`src/rtl/barrel_rot_sched.sv`:
```
// Two-client arbiter feeding one shared 8-bit rotate-right unit into a single result register.
// Optional grant counters (grant_cnt0/grant_cnt1) are built when BARREL_ROT_STATS_EN is defined.
module barrel_rot_sched #(
   parameter int FIXED_PRIO = 0
) (
   input  logic       clk,
   input  logic       rst_n,
   input  logic       req0_valid,
   input  logic [7:0] req0_data,
   input  logic [2:0] req0_shamt,
   output logic       req0_ready,
   input  logic       req1_valid,
   input  logic [7:0] req1_data,
   input  logic [2:0] req1_shamt,
   output logic       req1_ready,
   output logic       rsp_valid,
   output logic [7:0] rsp_data,
   output logic       rsp_id,
   input  logic       rsp_ready
`ifdef BARREL_ROT_STATS_EN
   ,
   output logic [7:0] grant_cnt0,
   output logic [7:0] grant_cnt1
`endif
);

   typedef enum logic {EMPTY = 1'b0, FULL = 1'b1} state_t;

   state_t      state;
   logic        last_grant;
   logic        slot_free;
   logic        gnt0;
   logic        gnt1;
   logic        accept;
   logic [7:0]  sel_data_p0;
   logic [2:0]  sel_shamt_p0;

   function automatic logic [7:0] rotr(input logic [7:0] d, input logic [2:0] s);
      logic [15:0] t;
      t = {d, d} >> s;
      return t[7:0];
   endfunction

   // Stage p0: arbitration and operand select, all combinational.
   always_comb begin
      slot_free    = (state == EMPTY) || rsp_ready;
      gnt0         = 1'b0;
      gnt1         = 1'b0;
      if (rst_n && slot_free) begin
         if (req0_valid && req1_valid) begin
            // last_grant=1 means client 1 went last, so client 0 is due.
            if ((FIXED_PRIO != 0) || last_grant) gnt0 = 1'b1;
            else                                 gnt1 = 1'b1;
         end else begin
            gnt0 = req0_valid;
            gnt1 = req1_valid;
         end
      end
      accept       = gnt0 | gnt1;
      sel_data_p0  = gnt1 ? req1_data  : req0_data;
      sel_shamt_p0 = gnt1 ? req1_shamt : req0_shamt;
   end

   assign req0_ready = gnt0;
   assign req1_ready = gnt1;
   assign rsp_valid  = (state == FULL);

   // Stage p1: result register and EMPTY/FULL state.
   always_ff @(posedge clk or negedge rst_n) begin
      if (!rst_n) begin
         state      <= EMPTY;
         rsp_data   <= 8'h00;
         rsp_id     <= 1'b0;
         last_grant <= 1'b1;
      end else if (accept) begin
         state      <= FULL;
         rsp_data   <= rotr(sel_data_p0, sel_shamt_p0);
         rsp_id     <= gnt1;
         last_grant <= gnt1;
      end else if (state == FULL && rsp_ready) begin
         state      <= EMPTY;
      end
   end

`ifdef BARREL_ROT_STATS_EN
   always_ff @(posedge clk or negedge rst_n) begin
      if (!rst_n) begin
         grant_cnt0 <= 8'h00;
         grant_cnt1 <= 8'h00;
      end else begin
         if (gnt0) grant_cnt0 <= grant_cnt0 + 8'h01;
         if (gnt1) grant_cnt1 <= grant_cnt1 + 8'h01;
      end
   end
`endif

endmodule

```
`config.mk`:
```
export PLATFORM = sky130hd
export DESIGN_NAME = barrel_rot_sched
export DESIGN_NICKNAME = d
export VERILOG_FILES = /design/src/rtl/barrel_rot_sched.sv
export SDC_FILE = /design/constraint.sdc
export NUM_CORES = 1
export LEC_CHECK = 0
export BUFFER_PORTS_ARGS = -buffer_cell sky130_fd_sc_hd__buf_2
export CORE_AREA = 2 2 47 49
export CTS_CLUSTER_DIAMETER = 150
export DETAILED_ROUTE_END_ITERATION = 8
export DIE_AREA = 0 0 49 51
export PLACE_DENSITY = 0.9
export SLEW_MARGIN = 25
export SYNTH_ARGS = -nofsm -noshare
export SYNTH_HDL_FRONTEND = slang
export SYNTH_SLANG_ARGS = --single-unit
export TNS_END_PERCENT = 10
```
`constraint.sdc`:
```
create_clock -name clk -period 4.55 [get_ports clk]
set_input_delay 1.1375 -clock clk [delete_from_list [all_inputs] [get_ports clk]]
set_output_delay 1.1375 -clock clk [all_outputs]
set_load 0.02 [all_outputs]
```
==> results of run 1 <==
[routing by layer]
layer,global-route usage,wire length [um],vias up
met1,0.2070,862,368
met5,0,0,-
li1,-,-,408
met3,0.02339,74,0
met2,0.2877,985,21
met4,0.07619,0,0
[layout make-up]
cell class | instances | area share
Sequential cell | 11 | 0.2392
Timing Repair Buffer | 38 | 0.1645
Clock buffer | 4 | 0.02273
Inverter | 2 | 0.006493
Multi-Input combinational cell | 68 | 0.5368
Tap cell | 28 | 0.03030
[critical path: stages]
cell,delay [ns]
buf_2,0.27
and3_1,0.55
buf_2,0.27
[kinds of logic (layout without fill, tap and decap cells)]
group | count (synthesis) | after routing | synth area share
AOI/OAI and AO/OA | 15 | 15 | 0.1355
and+or+nand+nor | 13 | 13 | 0.07500
buffers and inverters | 9 | 44 | 0.05658
DFF | 11 | 11 | 0.2908
muxes | 40 | 40 | 0.4421
[stage by stage]
stage | instance area (um^2) | setup WS (ns) | cells
final | 1156 | 1.181 | 151
after global routing | 1156 | 1.090 | 151
after CTS | 1156 | 1.166 | 151
after detailed placement | 1130 | 1.167 | 147
after global placement | 1130 | 1.218 | 147
after floorplan | 950.9 | 1.679 | 88
[flip-flops by register name (all words and copies together) (netlist names)]
name,count
last_grant,1
rsp_valid,1
rsp_id,1
rsp_data,8
[worst max path at each step]
stage / start / end / slack (ns)
finish: rst_n / req1_ready / 1.18
global route: rst_n / req1_ready / 1.09
CTS: rst_n / req1_ready / 1.17
detailed placement: rst_n / req1_ready / 1.17
global placement: rst_n / req1_ready / 1.22
floorplan: req1_valid / req1_ready / 1.68
[report_power, final]
group | internal, mW | total [mW] | switching, mW
Clock | 0.0338 | 0.0617 | 0.0279
Sequential | 0.121 | 0.134 | 0.0130
Combinational | 0.0617 | 0.145 | 0.0828
[synth_stat cells (all sizes together)]
| library cell | n | area, um^2 |
|---|---|---|
| a21boi | 1 | 11.26 |
| a21o | 2 | 15.01 |
| a31oi | 1 | 6.260 |
| and3 | 1 | 6.260 |
| and4 | 1 | 11.26 |
| buf | 4 | 31.27 |
| clkbuf | 3 | 15.02 |
| dfrtp | 10 | 250.2 |
| dfstp | 1 | 26.28 |
| inv | 2 | 7.510 |
| mux2 | 16 | 180.2 |
| mux2i | 24 | 240.2 |
| nand2 | 9 | 33.78 |
| nand2b | 1 | 13.76 |
| o2111a | 1 | 11.26 |
| o211ai | 1 | 7.510 |
| o21bai | 1 | 7.510 |
| o221ai | 8 | 70.07 |
| or3 | 1 | 6.260 |
[layout by cell type, fill, tap and decap left out, drive strengths merged, types with 2 or more instances in the layout]
cell	Yosys	final
o221ai	8	8
a21o	2	2
mux2i	24	24
clkbuf	3	4
buf	4	38
nand2	9	9
inv	2	2
mux2	16	16
dfrtp	10	10
==> out/results.tsv, run 1 <==
stage	metric	value	unit
outcome	outcome	completed	
clock_network	Clock Latency Late Sink	0.26	ns
placed_design	gp weighted congestion	0.7525	
routing	# DRC	0	
timing	Slew headroom	0.4642	
critical_path	Reg2Reg Depth	4	
clock_network	setup bufs post-CTS	0	
logic_synthesis	Mapped Nets	115	
logic_synthesis	Synth Instances	88	
timing	fin. max-slew vios	0	
clock_network	clock-pin slew on the worst setup and hold paths	0.06	ns
critical_path	Worst setup EP type	output pin	
critical_path	reg2reg setup slack	2.77	ns
power_and_ir_drop	pwr dens	294.3	nW/um^2
grt	largest net degree at the start of global routing	17	
logic_synthesis	sequential fraction of the synthesis area	0.2908	
min_path	hold endpoint	rsp_id$_DFFE_PN0P_	
timing	Final Critical Period	3.369	ns
die	num rows	17	
routing	drt pass-1 iters	4	
min_path	Hold Startpoint	rsp_id$_DFFE_PN0P_	
timing	Fin. Hold Viols	0	
logic_synthesis	Yosys warning count	0	
clock_network	root buffer cell	clkbuf_4	
die	Die Y	51	um
timing	FMAX	0.2968	GHz
power_and_ir_drop	Pwr Total	0.3403	mW
power_and_ir_drop	worst vdd ir	0.2337	mV
min_path	WHS Path Cells	1	
grt	Overflow after GRT	0	
layout	final-stage net count	151	
die	Die Area	2499	um^2
die	Boundary Pins	39	
routing	via-per-instance ratio	5.278	
clock_network	CTS tree	built	
grt	GRT Util Overall	0.1667	
placed_design	HPWL Detailed	1.632	mm
clock_network	Post-CTS Hold Buffers	0	
timing	final setup vio count	0	
routing	WL final	1.922	mm
critical_path	Arr. time, crit path	2.23	ns
timing	clk_skew	0.0006518	ns
critical_path	worst-path fanout max	16	
critical_path	R2R Path End	rsp_data[5]$_DFFE_PN0P_	
timing	final hold slack	0.4862	ns
die	DIE WIDTH	49	um
logic_synthesis	synthesized area	950.9	um^2
clock_network	clock buffer count from CTS	3	
routing	DRT iter0 DRCs	15	
clock_network	Max Root-Sink Buffers	2	
power_and_ir_drop	Pleak	0.5857	nW
die	Initial Util	0.4609	
routing	average routed wire per standard cell	12.73	um
critical_path	CP Data Required Time	3.41	ns
grt	first-pass GRT wire length	3.243	mm
routing	DR vias	797	
clock_network	CTS sink count	11	
critical_path	startpoint types	input port	
critical_path	worst r2r src	rsp_valid$_DFFE_PN0P_	
logic_synthesis	library cells used by synthesis	23	
layout	layout cells sized above 1	0.4309	
timing	share of the clock period used by the worst path	0.7405	
placed_design	IO Port Bufs	38	
routing	remaining antenna violation count	0	
timing	RSZ-0062 raised after global routing	no	
layout	Storage cell area	276.5	um^2
layout	Core Util, Final	0.5603	
layout	number of diodes	0	
clock_network	PostCTS Resize Cnt	0	
grt	vias in the first global route	765	
layout	area occupied by multi-input gates	620.6	um^2
min_path	Worst Hold Class	flip-flop to flip-flop	
logic_synthesis	syn_area_per_cell	10.81	um^2
layout	Layout area overhead	21.58	%
flow_run	count of max-cap constraint violations	0	
timing	Setup TNS Final	0	ns
timing	Worst Tran Pin Value	0.8002	ns
grt	initial antenna violation count	0	
clock_network	H-tree depth	1	
logic_synthesis	synthesized flop and latch total	11	
die	core area	2063	um^2
critical_path	crit path kind	input port to output pin	
layout	fill count	190	
(Power assumes the default switching activity.)
==> inputs of run 2 (changes only) <==
- CORE_AREA: 2 2 47 49 -> 2 2 48 50
- DIE_AREA: 0 0 49 51 -> 0 0 50 52
- PLACE_DENSITY: 0.9 -> 0.87
- clock period: 4.55 -> 3.5 ns (I/O delays scaled with it)
==> out/results.tsv, run 2 (synthesis gave the netlist of run 1 again) <==
stage	metric	value	unit
timing	Worst Tran Pin Value	0.8580	ns
timing	FMAX	0.4113	GHz
min_path	Worst Hold Class	flip-flop to flip-flop	
timing	Setup TNS Final	0	ns
layout	Top reg by flops	rsp_data	
critical_path	worst-path fanout max	16	
power_and_ir_drop	Pleak	0.5909	nW
clock_network	Post-CTS Hold Buffers	0	
critical_path	CP Data Required Time	2.62	ns
timing	RSZ-0062 raised after global routing	no	
critical_path	Worst Path Buf+Inv	2	
critical_path	startpoint types	input port	
grt	GRT Util Overall	0.1671	
critical_path	worst-path cell chain	buf_2 > o2111a_1 > buf_2	
power_and_ir_drop	Pwr Total	0.4509	mW
routing	DRT iter0 DRCs	9	
placed_design	HPWL Detailed	1.794	mm
timing	Final Critical Period	2.432	ns
placed_design	IO Port Bufs	38	
timing	final setup vio count	0	
routing	via-per-instance ratio	5.533	
timing	share of the clock period used by the worst path	0.6947	
timing	Slew headroom	0.4255	
layout	Layout area overhead	22.37	%
critical_path	slowest stage delay, CP	0.28	ns
routing	WL final	2.159	mm
die	Initial Util	0.4516	
layout	Core Util, Final	0.5526	
clock_network	PostCTS Resize Cnt	0	
clock_network	CTS tree	built	
clock_network	Clock Latency Late Sink	0.26	ns
grt	initial antenna violation count	0	
critical_path	crit path kind	input port to output pin	
layout	most frequent cells in the layout	buf_2 (38), mux2i_1 (24), dfrtp_1 (10)	
grt	vias in the first global route	796	
clock_network	root buffer cell	clkbuf_4	
clock_network	clock buffer count from CTS	3	
critical_path	Worst path top cell family by delay	buffers and inverters	
die	core area	2106	um^2
clock_network	Max Root-Sink Buffers	2	
layout	Storage cell area	276.5	um^2
clock_network	setup bufs post-CTS	0	
power_and_ir_drop	worst vdd ir	0.3018	mV
critical_path	Worst setup EP type	output pin	
layout	area occupied by multi-input gates	620.6	um^2
die	Die Y	52	um
routing	# DRC	0	
power_and_ir_drop	pwr dens	387.5	nW/um^2
routing	DR vias	841	
clock_network	CTS sink count	11	
grt	largest net degree at the start of global routing	17	
placed_design	Placed Instance Area	1137	um^2
grt	first-pass GRT wire length	3.312	mm
timing	clk_skew	0.006687	ns
routing	drt pass-1 iters	4	
flow_run	count of max-cap constraint violations	0	
layout	commonest non-fill, non-tap cell in the layout	buf_2	
die	Die Area	2600	um^2
die	Boundary Pins	39	
critical_path	slowest stage cell, crit path	buf_2	
layout	post-layout instance area	1164	um^2
clock_network	clock-pin slew on the worst setup and hold paths	0.06	ns
layout	max reg flops	8	
die	num rows	17	
grt	Overflow after GRT	0	
outcome	outcome	completed	
critical_path	Arr. time, crit path	1.56	ns
layout	fill count	177	
placed_design	gp weighted congestion	0.7762	
die	DIE WIDTH	50	um
layout	final-stage net count	152	
timing	Fin. Hold Viols	0	
clock_network	H-tree depth	1	
routing	average routed wire per standard cell	14.20	um
layout	number of diodes	0	
layout	layout cells sized above 1	0.4355	
routing	remaining antenna violation count	0	
critical_path	cell mode on critical path	buf_2	
timing	fin. max-slew vios	0	
==> run 2: cell types whose count changed in the layout (fill, tap and decap cells not counted) <==
cell / delta
buf_4: +1
==> run 2: where the power goes <==
group	switching [mW]	leakage (nW)	internal, mW
Sequential	0.0190	0.134	0.157
Clock	0.0387	0.0150	0.0440
Combinational	0.111	0.442	0.0811
==> run 2: path summary, 6_finish.rpt <==
check / startpoint / end / slack (ns) / depth (start not counted)
max in group asynchronous: rst_n / last_grant$_DFFE_PN1P_ / 2.71 / 1
min: rsp_id$_DFFE_PN0P_ / rsp_id$_DFFE_PN0P_ / 0.47 / 1
min reg2reg: rsp_id$_DFFE_PN0P_ / rsp_id$_DFFE_PN0P_ / 0.47 / 1
max reg2reg: rsp_valid$_DFFE_PN0P_ / rsp_data[4]$_DFFE_PN0P_ / 1.70 / 4
min in group asynchronous: rst_n / rsp_data[4]$_DFFE_PN0P_ / 0.50 / 1
max: rst_n / req0_ready / 1.07 / 3
==> run 2: area by class of cell <==
class | instances | area share
Timing Repair Buffer | 39 | 0.1699
Tap cell | 28 | 0.03011
Multi-Input combinational cell | 68 | 0.5333
Clock buffer | 4 | 0.02258
Sequential cell | 11 | 0.2376
Inverter | 2 | 0.006452
==> run 2: routing by layer <==
| metal | global-route usage | vias up | routed length (um) |
|---|---|---|---|
| met5 | 0 | - | 0 |
| met4 | 0.05556 | 0 | 14 |
| met3 | 0.02874 | 2 | 71 |
| met2 | 0.3355 | 23 | 1215 |
| met1 | 0.1715 | 403 | 858 |
| li1 | - | 413 | - |
==> run 2: per-stage QoR <==
| step | std cells | setup slack (ns) | hold WS (ns) |
|---|---|---|---|
| after floorplan | 88 | 1.154 | 0.5082 |
| after global placement | 148 | 1.089 | 0.4627 |
| after detailed placement | 148 | 0.9594 | 0.4639 |
| after CTS | 152 | 1.055 | 0.4783 |
| after global routing | 152 | 1.009 | 0.4900 |
| final | 152 | 1.068 | 0.4707 |
==> run 2: worst reg2reg max path, cell delays in order, from the launching register on <==
cell and delay, ns:
dfrtp_1 0.40, nand2b_4 0.10, o211ai_1 0.35, or3_1 0.62, o221ai_1 0.25
